## config.mk

```make
export PLATFORM = sky130hd
export DESIGN_NAME = uart_tx_frame
export DESIGN_NICKNAME = d
export VERILOG_FILES = /design/src/rtl/uart_tx_frame.sv
export SDC_FILE = /design/constraint.sdc
export NUM_CORES = 1
export LEC_CHECK = 0
export BUFFER_PORTS_ARGS = -buffer_cell sky130_fd_sc_hd__buf_2
export CELL_PAD_IN_SITES_DETAIL_PLACEMENT = 1
export CELL_PAD_IN_SITES_GLOBAL_PLACEMENT = 2
export CORE_MARGIN = 4
export CORE_UTILIZATION = 45
export CTS_CLUSTER_DIAMETER = 150
export DETAILED_ROUTE_END_ITERATION = 10
export PLACE_DENSITY_LB_ADDON = 0.1
export SLEW_MARGIN = 20
export SYNTH_ARGS = -nofsm -noshare
export SYNTH_HDL_FRONTEND = slang
export SYNTH_SLANG_ARGS = --single-unit
```

## constraint.sdc

```tcl
create_clock -name i_clk -period 7.2 [get_ports i_clk]
set_clock_uncertainty 0.05 [all_clocks]
set_input_delay 1.08 -clock i_clk [delete_from_list [all_inputs] [get_ports i_clk]]
set_output_delay 1.08 -clock i_clk [all_outputs]
set_load 0.01 [all_outputs]
```

## src/rtl/uart_tx_frame.sv

```systemverilog
// uart_tx_frame: parametrised UART transmitter with a small input FIFO.
//   Frame: start(0), DATA_BITS data LSB first, optional parity, STOP_BITS stop(1),
//   each bit held for CLKS_PER_BIT cycles. Frames stream back-to-back while the
//   FIFO holds words.
// Ports:
//   i_clk, i_rst_n       clock, asynchronous active-low reset
//   i_tx_valid/i_tx_data upstream word offer (accepted when o_tx_ready)
//   o_tx_ready           FIFO not full (registered count only)
//   o_tx_serial          registered serial line, idle high
//   o_tx_busy            frame in progress or FIFO non-empty
//   o_fifo_count         FIFO occupancy
module uart_tx_frame #(
    parameter int CLKS_PER_BIT = 10417,
    parameter int DATA_BITS    = 8,
    parameter int PARITY       = 0,
    parameter int STOP_BITS    = 1,
    parameter int FIFO_DEPTH   = 4
) (
    input  logic                          i_clk,
    input  logic                          i_rst_n,
    input  logic                          i_tx_valid,
    input  logic [DATA_BITS-1:0]          i_tx_data,
    output logic                          o_tx_ready,
    output logic                          o_tx_serial,
    output logic                          o_tx_busy,
    output logic [$clog2(FIFO_DEPTH):0]   o_fifo_count
);

    localparam int AW = $clog2(FIFO_DEPTH);
    localparam int CW = $clog2(CLKS_PER_BIT);

    if (CLKS_PER_BIT < 2 || DATA_BITS < 5 || DATA_BITS > 9 ||
        PARITY < 0 || PARITY > 2 || STOP_BITS < 1 || STOP_BITS > 2 ||
        FIFO_DEPTH < 2 || (FIFO_DEPTH & (FIFO_DEPTH - 1)) != 0) begin : g_param_err
        $error("uart_tx_frame: illegal parameter value");
    end

    localparam logic [CW-1:0] CLK_LAST  = CW'(CLKS_PER_BIT - 1);
    localparam logic [AW:0]   DEPTH_C   = (AW+1)'(FIFO_DEPTH);
    localparam logic [3:0]    DATA_LAST = 4'(DATA_BITS - 1);
    localparam logic [3:0]    STOP_LAST = 4'(STOP_BITS - 1);
    localparam logic          ODD       = (PARITY == 2);

    typedef enum logic [2:0] {
        S_IDLE, S_START, S_DATA, S_PARITY, S_STOP
    } state_e;

    state_e                 state_q, state_d;
    logic [CW-1:0]          clk_cnt_q, clk_cnt_d;
    logic [3:0]             bit_q, bit_d;
    logic [DATA_BITS-1:0]   shift_q, shift_d;
    logic                   par_q, par_d;
    logic                   ser_q, ser_d;
    logic [AW-1:0]          wptr_q, rptr_q;
    logic [AW:0]            count_q, count_d;
    logic [DATA_BITS-1:0]   mem [FIFO_DEPTH];

    logic                   push, pop, tick, load;
    logic [DATA_BITS-1:0]   head;

    assign head        = mem[rptr_q];
    assign push        = i_tx_valid && o_tx_ready;
    assign tick        = (clk_cnt_q == CLK_LAST);
    assign o_tx_ready  = (count_q != DEPTH_C);
    assign o_tx_busy   = (state_q != S_IDLE) || (count_q != '0);
    assign o_tx_serial = ser_q;
    assign o_fifo_count = count_q;

    always_comb begin
        state_d   = state_q;
        clk_cnt_d = tick ? '0 : clk_cnt_q + CW'(1);
        bit_d     = bit_q;
        shift_d   = shift_q;
        par_d     = par_q;
        ser_d     = ser_q;
        load      = 1'b0;
        case (state_q)
            S_IDLE: begin
                ser_d     = 1'b1;
                clk_cnt_d = '0;
                load      = (count_q != '0);
            end
            S_START: if (tick) begin
                state_d = S_DATA;
                ser_d   = shift_q[0];
            end
            S_DATA: if (tick) begin
                if (bit_q == DATA_LAST) begin
                    bit_d = '0;
                    if (PARITY != 0) begin
                        state_d = S_PARITY;
                        ser_d   = par_q;
                    end else begin
                        state_d = S_STOP;
                        ser_d   = 1'b1;
                    end
                end else begin
                    bit_d   = bit_q + 4'd1;
                    shift_d = shift_q >> 1;
                    ser_d   = shift_q[1];
                end
            end
            S_PARITY: if (tick) begin
                state_d = S_STOP;
                ser_d   = 1'b1;
                bit_d   = '0;
            end
            S_STOP: if (tick) begin
                if (bit_q == STOP_LAST) begin
                    // Pop straight into the next start bit: no idle gap.
                    load    = (count_q != '0);
                    state_d = S_IDLE;
                    ser_d   = 1'b1;
                end else begin
                    bit_d = bit_q + 4'd1;
                end
            end
            default: begin
                state_d   = S_IDLE;
                ser_d     = 1'b1;
                clk_cnt_d = '0;
            end
        endcase
        pop = load;
        if (load) begin
            state_d   = S_START;
            shift_d   = head;
            par_d     = (^head) ^ ODD;
            ser_d     = 1'b0;
            bit_d     = '0;
            clk_cnt_d = '0;
        end
        case ({push, pop})
            2'b10:   count_d = count_q + (AW+1)'(1);
            2'b01:   count_d = count_q - (AW+1)'(1);
            default: count_d = count_q;
        endcase
    end

    always_ff @(posedge i_clk or negedge i_rst_n) begin
        if (!i_rst_n) begin
            state_q   <= S_IDLE;
            clk_cnt_q <= '0;
            bit_q     <= '0;
            shift_q   <= '0;
            par_q     <= 1'b0;
            ser_q     <= 1'b1;
            wptr_q    <= '0;
            rptr_q    <= '0;
            count_q   <= '0;
        end else begin
            state_q   <= state_d;
            clk_cnt_q <= clk_cnt_d;
            bit_q     <= bit_d;
            shift_q   <= shift_d;
            par_q     <= par_d;
            ser_q     <= ser_d;
            count_q   <= count_d;
            if (push) wptr_q <= wptr_q + AW'(1);
            if (pop)  rptr_q <= rptr_q + AW'(1);
        end
    end

    // Storage needs no reset: pointers and count define what is valid.
    always_ff @(posedge i_clk) begin
        if (push) mem[wptr_q] <= i_tx_data;
    end

endmodule

```

======== Word level (Yosys, flattened, before mapping) ========
Memories as Yosys holds them, arrays and structs flattened.
Index checks and enable logic that the tools add are counted.
word-level totals
  bits in registers ....................... 37
  memory bits (writable) .................. 32
  bits of input ports ..................... 11
  logic and storage cells ................. 84
  memories kept ........................... 1
memory list
  memory  words  width  read ports  clocked after memory_dff  wr ports  RTL line  source
  mem     4      8      1           0                         1         56        logic [DATA_BITS-1:0] mem [FIFO_DEPTH];
cells by class
  $add $sub $neg .......................... 6
  eq/ne operators ......................... 18
  muxes and demuxes ....................... 36
  reductions and logical operators ........ 15
operators by type and width
  operator                                                               count
  14-bit two-way mux                                                     3
  8-bit two-way mux                                                      4
  4-bit two-way mux                                                      6
  3-bit inequality test, second input constant                           8
  3-bit two-way mux                                                      7
  3-bit case mux with 5 select lines                                     1
  14-bit by 1-bit adder with 14-bit output, second input constant        1
  14-bit equality test, second input constant                            1
  4-bit case mux with 3 select lines                                     1
  1-bit two-way mux                                                      11
  5-bit AND reduction                                                    2
  7-bit AND reduction                                                    1
  3-bit by 2-bit equality test with 1-bit output, second input constant  2
  3-bit case mux with 2 select lines                                     1
  2-bit nonzero test                                                     3
  3-bit nonzero test                                                     2
  2-bit by 1-bit adder with 2-bit output, second input constant          2
  4-bit by 1-bit adder with 4-bit output, second input constant          1
  4-bit by 3-bit equality test with 1-bit output, second input constant  1
  4-bit logical NOT                                                      1
  2-bit inequality test, second input constant                           2
  1-bit case mux with 4 select lines                                     1
  4-bit nonzero test                                                     1
  4-bit OR reduction                                                     1
  other kinds (11)                                                       11

======== Longest topological paths before layout ========
  depth in word-level cells ............... 6
  mapped depth ............................ 14

======== Worst setup path before layout ========
No wires, ideal clock.
  path type ............................... register -> register
  start ................................... register bit_q[0]
  end ..................................... register count_q[2] (netlist: o_fifo_count[2])
  setup time .............................. 79 ps
  arrival ................................. 2708 ps
  required time ........................... 7071 ps
  slack ................................... 4363 ps
  cell stages (with the launch flop) ...... 14
  clock period less this slack ............ 2837 ps
  cells stage by stage .................... dfrtp_1 inv_1 ha_1 or3b_4 a2111oi_4 o21ai_2 buf_6 inv_1 ha_1 inv_1 fa_1 xor2_1 nor2_1 xor2_1
between the ends
  cells in the longest elaborated chain, start to end .. 6
  elaborated cells between the ends (all ways) .. 8
  classes of those cells .................. eq/ne: 2; mux: 4; reduce/logical: 2
RTL lines
  what                                                                                   RTL line  source
  from (decl)                                                                            50        logic [3:0] bit_q, bit_d;
  from (signal assigned)                                                                 154       bit_q <= bit_d;
  4-bit logical NOT (*)                                                                  109       if (bit_q == STOP_LAST) begin
  1-bit two-way mux (*)                                                                  109
  1-bit two-way mux (*)                                                                  108       S_STOP: if (tick) begin
  1-bit case mux with 2 select lines (*)                                                 77        case (state_q)
  via load                                                                               58        logic push, pop, tick, load;
  2-bit by 1-bit equality test with 1-bit output or 2-bit equality test (tied branches)  133       case ({push, pop})
  3-bit case mux with 2 select lines or 2-bit nonzero test (tied branches)               --
  to (signal assigned)                                                                   158       count_q <= count_d;
  to (decl)                                                                              55        logic [AW:0] count_q, count_d;
The timed path passes the listed nets; every way through them passes the cells marked *.
A chain may end at the register's enable or synchronous reset.

======== Final worst setup path ========
Same ends and word-level chain as after synthesis.

==> results.yml <==
status:
  outcome: "complete, no violations"
critical_path:
  start_kind: "flop"
  cp-endpoint: "o_fifo_count[2]$_DFFE_PN0P_"
  crit_start: "bit_q[0]$_DFFE_PN0P_"
  reg2reg_slack_ns: 3.90
  reg2regPathDepth: 12
  cp-end-kind: "flop"
  crit-reg2reg-launch: "bit_q[0]$_DFFE_PN0P_"
  critical_path_required_ns: 7.41
  worstSetupPathType: "reg2reg"
  timing.rr.end: "o_fifo_count[2]$_DFFE_PN0P_"
  worstPathArrival_ns: 3.51
  cp_max_fo: 22
synth:
  synthCells: 256
  yosysWarnings: 0
  ys.flop_type: "dfrtp_1"
  syn-cell-area_um2: 3220
  synth_edf_count: 32
  syn_nets: 277
  syn_area_per_cell_um2: 12.6
  ys_async_sr_fraction_pct: 53.6
  yosysUniqueCellTypes: 41
  synth_seq_area_share_pct: 58.7
  ys_ff_latch: 69
run:
  maxCapViolations: 0
finish:
  final_common_cell: "dfrtp_1"
  fin_nets: 295
  antennaDiodeCount: 0
  layout_common_cells: "36 x dfrtp_1, 32 x edfxtp_1, 31 x nor2_1, 18 x inv_1, 16 x buf_2"
  utilization_pct: 52.0
  drive_above_1_share_pct: 18.3
  syn2layout_area_growth_pct: 11.0
routing:
  antenna_left: 0
  first_pass_iters: 4
  viasPerCell: 5.20
  wl_per_cell_um: 16.2
  drt-initial-drc-count: 83
  via_count: 1950
  drc: 0
  routed_wl_um: 6060
worst_hold_path:
  hp-class: "reg2reg"
  min_path_cells: 2
timing:
  hold_viol: 0
  rsz0062_at_grt: "false"
  worst_pin_slew_ns: 1.03
  final_max_slew_viol_count: 0
  setup_viol: 0
  fin_tns_setup_ns: 0
  hold-worst-slack_ns: 0.425
  finalCriticalPeriod_ns: 3.30
  fin_crit_sh_pct: 45.9
  fmax_mhz: 303
  slew-limit-headroom_pct: 31.5
power:
  peakVddDrop_v: 0.000194
  total_leakage_power_uw: 0.00147
  powerDensity_nw_per_um2: 367
cts:
  cts_tree: "yes"
  cts.clk_slew.worst_paths_ns: 0.08
  hold_buffers: 0
  cts-root-buf: "clkbuf_8"
  htreeDepth: 3
  clk_path_buf_depth: 2
  clk_latency_ns: 0.34
  cts_resized: 0
  clock_sinks: 69
  cts_made_buffers: 9
  post_cts_buffers: 0
grt:
  antenna_found_initial: 0
  grt_overflow_total: 0
  grt_usage_pct: 16.2
  grt_max_degree: 38
  first_global_vias: 2097
  grt_pass1_wl_um: 10600
placed_design:
  gp_congestion: 0.771
  dp_hpwl_um: 4370
  port_buffers: 16
floorplanning:
  design.core.area_um2: 6870
  die_h_um: 92.6
  die_w_um: 92.6
  start_util_pct: 46.8
  row_count: 30
  ioPinCount: 17
  dieArea_um2: 8570
[cell families after synthesis]
family | synth area share (%)
compound gates | 6.61
xor+xnor | 5.13
fa+ha+maj | 4.12
buf+inv | 3.77
flops | 58.7
mux | 8.40
simple gates | 13.3
[metal layers]
metal	routed length (µm)	GRT usage (%)
met2	2800	23.9
met5	0	0
met4	110	6.31
met3	147	4.14
met1	3010	22.9
[area by class of cell]
class / count / area [µm²]
Clock inverter: 6 / 71.3
Inverter: 18 / 67.6
Clock buffer: 10 / 138
Tap cell: 96 / 120
Timing Repair Buffer: 16 / 80.1
Fill cell: 723 / 3300
Sequential cell: 69 / 1890
Multi-Input combinational cell: 160 / 1210
[Yosys cell counts, drive strengths merged (3+ instances only)]
master	n	share of area (%)
nand2	10	1.2
mux2i	9	2.8
a21oi	10	1.6
mux4	8	5.6
edfxtp	32	30
inv	18	2.1
ha	9	3.5
nand3	14	2.5
and3	6	1.2
and2	3	0.58
nor2	31	3.6
xor2	12	3.3
clkbuf	3	0.35
nor3	4	0.62
buf	6	1.3
xnor2	6	1.9
o21ai	14	2.5
dfrtp	36	28
nor2b	4	0.78
[state kept, by name, summed over array words and instances (netlist names)]
signal,count
bit_q,4
clk_cnt_q,14
mem,32
o_fifo_count,3
o_tx_serial,1
rptr_q,2
shift_q,8
state_q,3
wptr_q,2
[metrics by stage]
stage | total power (µW) | area [µm²] | cells | setup slack (ns)
2_1_floorplan | 905 | 3220 | 256 | 4.36
5_1_grt | 1420 | 3570 | 375 | 3.58
4_1_cts | 1340 | 3570 | 375 | 3.84
3_3_place_gp | 996 | 3360 | 359 | 4.04
6_report | 1310 | 3570 | 375 | 3.90
3_5_place_dp | 1010 | 3360 | 359 | 3.89
[worst max-delay path, stage by stage (launching register included)]
cell	delay, ns
dfrtp_1	0.42
inv_1	0.07
ha_1	0.13
or3b_4	0.40
a2111oi_4	0.45
o21ai_2	0.38
inv_1	0.22
ha_1	0.21
inv_1	0.06
fa_1	0.37
xor2_1	0.15
nor2_1	0.14
xor2_1	0.17
[how the worst min path moves through the flow]
stage	startpoint	slack [ns]	end
CTS	o_tx_serial$_DFFE_PN1P_	0.43	o_tx_serial$_DFFE_PN1P_
floorplan	o_tx_serial$_DFFE_PN1P_	0.42	o_tx_serial$_DFFE_PN1P_
global placement	o_tx_serial$_DFFE_PN1P_	0.40	o_tx_serial$_DFFE_PN1P_
global route	o_tx_serial$_DFFE_PN1P_	0.46	o_tx_serial$_DFFE_PN1P_
detailed placement	o_tx_serial$_DFFE_PN1P_	0.42	o_tx_serial$_DFFE_PN1P_
finish	o_tx_serial$_DFFE_PN1P_	0.42	o_tx_serial$_DFFE_PN1P_
[where the power goes]
| part | total [µW] | internal [µW] | switching (µW) |
|---|---|---|---|
| sequential | 594 | 512 | 81.9 |
| combinational | 396 | 173 | 223 |
| clock | 320 | 172 | 149 |
| total | 1310 | 857 | 453 |
Power figures use the tool's default switching activity.
